**src/rtl/ext_unit_pipe.sv**
```systemverilog
// ---------------------------------------------------------------------------
// ext_unit_pipe
//
// Purpose:
//   Pipelined extension unit for the MIPS datapath. It extends immediates
//   (sign, zero, LUI-style upper) and selects/extends bytes and halfwords out
//   of loaded words (LB/LBU/LH/LHU), or passes the word through unchanged.
//   The extension itself is combinational on the input side. The result is
//   registered, so a request accepted at edge N is visible in cycle N+1.
//   A 2-entry skid buffer sustains one result per cycle under backpressure.
//
// Ports:
//   clk        rising-edge clock
//   rst_n      asynchronous active-low reset
//   in_valid   request valid
//   in_ready   unit can accept (decoded from state only)
//   in_data    immediate (low IMM_W bits) or loaded word
//   in_mode    operation select (000 sext, 001 zext, 010 upper, 011 LB,
//              100 LBU, 101 LH, 110 LHU, 111 pass)
//   in_off     byte address offset, used by byte/halfword modes only
//   out_valid  result valid
//   out_ready  consumer accepts
//   out_data   extended result
//   out_err    misaligned halfword access flag, qualified by out_valid
// ---------------------------------------------------------------------------
module ext_unit_pipe #(
    parameter int DATA_W     = 32,
    parameter int IMM_W      = 16,
    parameter bit BIG_ENDIAN = 1'b0,
    // Derived from DATA_W; leave at its default.
    parameter int OFF_W      = $clog2(DATA_W / 8)
) (
    input  logic              clk,
    input  logic              rst_n,
    input  logic              in_valid,
    output logic              in_ready,
    input  logic [DATA_W-1:0] in_data,
    input  logic [2:0]        in_mode,
    input  logic [OFF_W-1:0]  in_off,
    output logic              out_valid,
    input  logic              out_ready,
    output logic [DATA_W-1:0] out_data,
    output logic              out_err
);

    typedef enum logic [1:0] {
        EMPTY = 2'd0,
        ONE   = 2'd1,
        FULL  = 2'd2
    } state_t;

    state_t            state_q, state_d;
    logic [DATA_W-1:0] mainData_q, mainData_d;
    logic              mainErr_q, mainErr_d;
    logic [DATA_W-1:0] skidData_q, skidData_d;
    logic              skidErr_q, skidErr_d;

    logic [DATA_W-1:0] extData;
    logic              extErr;
    logic [OFF_W-1:0]  byteLane;
    logic [OFF_W-2:0]  halfLane;
    logic [7:0]        selByte;
    logic [15:0]       selHalf;
    logic              inXfer;
    logic              outXfer;

    // Combinational extension of the request currently on the input side.
    // With a power-of-two lane count, (lanes-1-idx) is simply ~idx, which is
    // how the big-endian lane reversal is formed.
    always_comb begin
        extData  = '0;
        extErr   = 1'b0;
        byteLane = BIG_ENDIAN ? ~in_off : in_off;
        halfLane = BIG_ENDIAN ? ~in_off[OFF_W-1:1] : in_off[OFF_W-1:1];
        selByte  = in_data[int'(byteLane) * 8 +: 8];
        selHalf  = in_data[int'(halfLane) * 16 +: 16];
        case (in_mode)
            3'b000: begin
                for (int i = 0; i < DATA_W; i++) begin
                    extData[i] = (i < IMM_W) ? in_data[i] : in_data[IMM_W-1];
                end
            end
            3'b001: begin
                for (int i = 0; i < IMM_W; i++) begin
                    extData[i] = in_data[i];
                end
            end
            3'b010: extData = DATA_W'(in_data[IMM_W-1:0]) << (DATA_W - IMM_W);
            3'b011: extData = {{(DATA_W-8){selByte[7]}}, selByte};
            3'b100: extData = {{(DATA_W-8){1'b0}}, selByte};
            3'b101, 3'b110: begin
                // An odd offset cannot address a halfword: flag it and
                // return zero instead of a partially selected value.
                if (in_off[0]) begin
                    extErr = 1'b1;
                end else if (in_mode == 3'b101) begin
                    extData = {{(DATA_W-16){selHalf[15]}}, selHalf};
                end else begin
                    extData = {{(DATA_W-16){1'b0}}, selHalf};
                end
            end
            default: extData = in_data;
        endcase
    end

    assign in_ready  = (state_q != FULL);
    assign out_valid = (state_q != EMPTY);
    assign out_data  = mainData_q;
    assign out_err   = mainErr_q;

    assign inXfer  = in_valid && in_ready;
    assign outXfer = out_valid && out_ready;

    // Skid-buffer control. M always holds the oldest result and drives the
    // outputs. S only fills when a result arrives while M is stalled, and it
    // moves into M on the next output transfer, which keeps the order FIFO.
    always_comb begin
        state_d    = state_q;
        mainData_d = mainData_q;
        mainErr_d  = mainErr_q;
        skidData_d = skidData_q;
        skidErr_d  = skidErr_q;
        case (state_q)
            EMPTY: begin
                if (inXfer) begin
                    mainData_d = extData;
                    mainErr_d  = extErr;
                    state_d    = ONE;
                end
            end
            ONE: begin
                if (inXfer && outXfer) begin
                    mainData_d = extData;
                    mainErr_d  = extErr;
                end else if (inXfer) begin
                    skidData_d = extData;
                    skidErr_d  = extErr;
                    state_d    = FULL;
                end else if (outXfer) begin
                    state_d = EMPTY;
                end
            end
            FULL: begin
                if (outXfer) begin
                    mainData_d = skidData_q;
                    mainErr_d  = skidErr_q;
                    state_d    = ONE;
                end
            end
            default: state_d = EMPTY;
        endcase
    end

    always_ff @(posedge clk or negedge rst_n) begin
        if (!rst_n) begin
            state_q    <= EMPTY;
            mainData_q <= '0;
            mainErr_q  <= 1'b0;
            skidData_q <= '0;
            skidErr_q  <= 1'b0;
        end else begin
            state_q    <= state_d;
            mainData_q <= mainData_d;
            mainErr_q  <= mainErr_d;
            skidData_q <= skidData_d;
            skidErr_q  <= skidErr_d;
        end
    end

endmodule
```
**config.mk**
```make
export PLATFORM = sky130hd
export DESIGN_NAME = ext_unit_pipe
export DESIGN_NICKNAME = d
export VERILOG_FILES = /design/src/rtl/ext_unit_pipe.sv
export SDC_FILE = /design/constraint.sdc
export NUM_CORES = 1
export LEC_CHECK = 0
export ABC_AREA = 1
export BUFFER_PORTS_ARGS = -buffer_cell sky130_fd_sc_hd__buf_2
export CAP_MARGIN = 0
export CORE_MARGIN = 2
export CORE_UTILIZATION = 56
export DETAILED_ROUTE_END_ITERATION = 8
export GPL_TIMING_DRIVEN = 0
export PLACE_DENSITY_LB_ADDON = 0.08
export SETUP_SLACK_MARGIN = 0.5
export SLEW_MARGIN = 20
export SYNTH_ARGS = -nofsm -noshare
export SYNTH_HDL_FRONTEND = slang
export SYNTH_SLANG_ARGS = --single-unit
```
**constraint.sdc**
```tcl
create_clock -name clk -period 1.8 [get_ports clk]
set_input_delay 0.18 -clock clk [delete_from_list [all_inputs] [get_ports clk]]
set_output_delay 0.18 -clock clk [all_outputs]
set_load 0.02 [all_outputs]
```
==> metrics.md <==
| Metric | Value |
|---|---|
| Clock root buffer | clkbuf_8 |
| Gp weighted congestion | 0.926 |
| Die footprint | 0.00787 mm^2 |
| Sequential power share | 36.2% |
| Global route overflow | 0 |
| FF+latch count, synth | 68 |
| RSZ-0062 raised after global routing | yes |
| Setup TNS | 0 ns |
| NetSw | 2690 uW |
| Post-synthesis sequential area ratio | 42.4% |
| Buf/Inv on CP | 4 |
| WP depth | 10 |
| Post-Synth Simple-Gate Area | 36.4% |
| Final WL | 15200 um |
| Die height | 88.7 um |
| Pwr Density | 1190 mW/mm^2 |
| Yosys warns | 0 |
| Crit start category | flop |
| Hold Path Depth | 2 |
| Final hold violations | 0 |
| Post-synth top flop | dfrtp_1 |
| IO Pins | 76 |
| Final Max Tran Viols | 0 |
| WP data arrival | 1.80 ns |
| Drc violations | 0 |
| Synth area leaders | dfrtp_1, nand2_1, nand3_1, nor2_1, inv_1 |
| Worst path slowest cell | dfrtp_1 |
| CP Class | reg2reg |
| Chip Width | 88.7 um |
| Setup WS pre-CTS | -0.0391 ns |
| Pre-Repair DR Iteration Count | 6 |
| Share of layout cells above drive strength 1 | 31.2% |
| Max capacitance violation total | 0 |
| Post-Syn Instances | 603 |
| Hold Crit Class | in2reg |
| Commonest cells in the netlist | nand2_1, dfrtp_1, nor2_1 |
| Final setup margin | 0.265 ns |
| ANT cells | 0 |
| Mapped cell area | 0.00402 mm^2 |
| Depth of the CTS H-tree | 3 |
| TritonCTS clock tree | yes |
| Largest net degree at the start of global routing | 46 |
| Worst path max stage delay | 0.44 ns |
| Yosys cell types | 24 |
| Drt via density | 5.87 |
| Crit-path cells | inv_2, nor2_4, inv_4, o21ai_4, o21ai_4, buf_6, buf_6, a21oi_2, o21ai_1, nand2_1 |
| Setup crit end kind | flop |
| Most common cell in the synthesized netlist | nand2_1 |
| Yosys top cell area share | 42.4% |
| Post-DP HPWL | 8720 um |
| Worst EP required | 2.06 ns |
| Final setup fails | 0 |
| Skew final | 0.0139 ns |
| Avg WL per Cell | 18.4 um |
| Compound-cell area share of the yosys netlist | 11.0% |
| Status | complete, no violations |
| Crit Path Max Fanout | 5 |
| Rows | 30 |
| Clk buf depth | 2 |
| Initial Util | 58.5% |
| Leakage | 0.00307 uW |
| Number of nets in the layout | 763 |
| Switching share of power | 40.3% |
| Ys async rst share | 100% |
| Fmax | 651 MHz |
| Main combinational cell family by area after synthesis | simple AND/OR/NAND/NOR gates |
| Synthesis-to-layout area growth | 39.8% |
| Clock sink count | 68 |
| Initial antenna violation count | 0 |
| DRT iter0 DRCs | 609 |
| Reg2reg path depth | 10 |
| Clock network power share | 22.9% |
| Gr usage total | 36.7% |
| Vias | 4833 |
| Cell family contributing the most delay on the critical path | buffers and inverters |
| Final min period | 1.54 ns |
| Worst-path clk slew | 0.10 ns |
| Logic pwr share | 40.9% |
| CTS buffer count | 9 |
| Largest area contributor in the netlist | dfrtp_1 |
| Xor/xnor share of the synthesized area | 0% |
| Slew Limit Headroom | 63.0% |
| Net Count, Synth | 644 |
| Tcrit/Tclk final | 85.3% |
| Mux share of post-synthesis cell area | 0.280% |
| Port Buffer Count | 75 |
| Overall Power | 6670 uW |
| Peak supply drop | 0.000706 V |
| Core box area | 0.00687 mm^2 |
| Post-synthesis adder-cell area fraction | 0% |
| Slew @ Worst Pin | 0.555 ns |
| Mean Syn Cell Area | 6.66 um^2 |
| Vias in the first global route | 4473 |
| Final hold slack | 0.162 ns |
| DRT antenna net count | 0 |
| First-pass GRT wire length | 21800 um |
| Internal power | 3980 uW |
| Clock Latency Late Sink | 0.37 ns |
| Post-synth EDFFs | 0 |
routing by layer:
| metal | vias to the layer above | wire [um] | global-route usage [%] | part of all wire, % |
|---|---|---|---|---|
| met4 | 0 | 719 | 17.5 | 4.7 |
| met1 | 2267 | 5770 | 46.9 | 38 |
| met2 | 339 | 7150 | 59.4 | 47 |
| met5 | - | 0 | 0 | 0 |
| met3 | 90 | 1540 | 7.65 | 10 |
| li1 | 2137 | - | - | - |
final timing paths:
path	from	end	slack, ns
max	state_q[1]	out_data[31]	0.26
min in group asynchronous	rst_n	out_data[0]	0.28
min reg2reg	out_data[29]	out_data[29]	0.48
max in group asynchronous	rst_n	skidData_q[5]	0.97
max reg2reg	state_q[1]	out_data[31]	0.26
min	out_ready	state_q[1]	0.16
cell type report:
type	instances	area, um^2
Clock inverter	6	95.1
Multi-Input combinational cell	438	2170
Sequential cell	68	1700
Buffer	31	348
Inverter	66	255
Fill cell	447	1250
Timing Repair Buffer	108	786
Clock buffer	10	138
Tap cell	96	120
cell usage in the layout, fill, tap and decap left out, types with 2 or more instances in the layout:
master	Yosys	routed
buf_6	1	14
clkbuf_1	17	2
or2_2	6	6
dfrtp_1	68	67
buf_4	4	19
nand2_2	1	13
buf_16	0	3
inv_2	5	4
a31oi_1	4	4
inv_1	61	60
o21ai_1	14	19
a21oi_1	16	11
bufinv_16	0	2
clkbuf_16	0	5
clkbuf_8	0	14
nor2_4	3	15
inv_6	0	2
a21oi_4	0	2
nand2_1	215	202
nor2_1	63	36
o211ai_1	4	4
clkinv_4	0	3
o21ai_2	2	6
buf_8	0	8
o21ai_0	44	33
nand3_1	58	57
clkbuf_2	0	3
nor2_2	1	16
o21ai_4	0	2
buf_2	9	78
nand4_1	4	4
a21oi_2	0	3
registers in the layout, indices dropped and copies added (netlist names):
register,flops
out_data,32
out_err,1
skidData_q,32
skidErr_q,1
state_q,2
power by group through the flow:
stage / clock network (uW) / registers, uW / logic (uW)
3_5_place_dp: 0 / 2370 / 1970
2_1_floorplan: 0 / 2670 / 984
4_1_cts: 1500 / 2370 / 2440
5_1_grt: 1580 / 2460 / 2940
3_3_place_gp: 0 / 2330 / 1920
6_report: 1530 / 2420 / 2730
cells by family (layout without fill, tap and decap cells):
| group | count (synthesis) | count (layout) |
|---|---|---|
| simple gates | 353 | 353 |
| flops | 68 | 68 |
| buf+inv | 97 | 221 |
| compound gates | 84 | 84 |
| mux | 1 | 1 |
metrics by stage:
step	instances	util [%]	area [um^2]
floorplan	603	-	4020
global placement	774	65.8	4520
detailed placement	775	66.2	4550
CTS	810	78.3	5380
global route	823	81.7	5610
finish	823	81.7	5610
what timing repair did:
action | in CTS | in global routing
endpoints found under the setup margin | 70 | 69
hold endpoints to repair | 23 | 0
gates cloned | 5 | 1
pin swaps | 18 | 30
hold buffers | 1 | 0
resized for setup | 115 | 50
setup buffers | 13 | 12
Note: power is estimated with default switching activity, not from simulation.
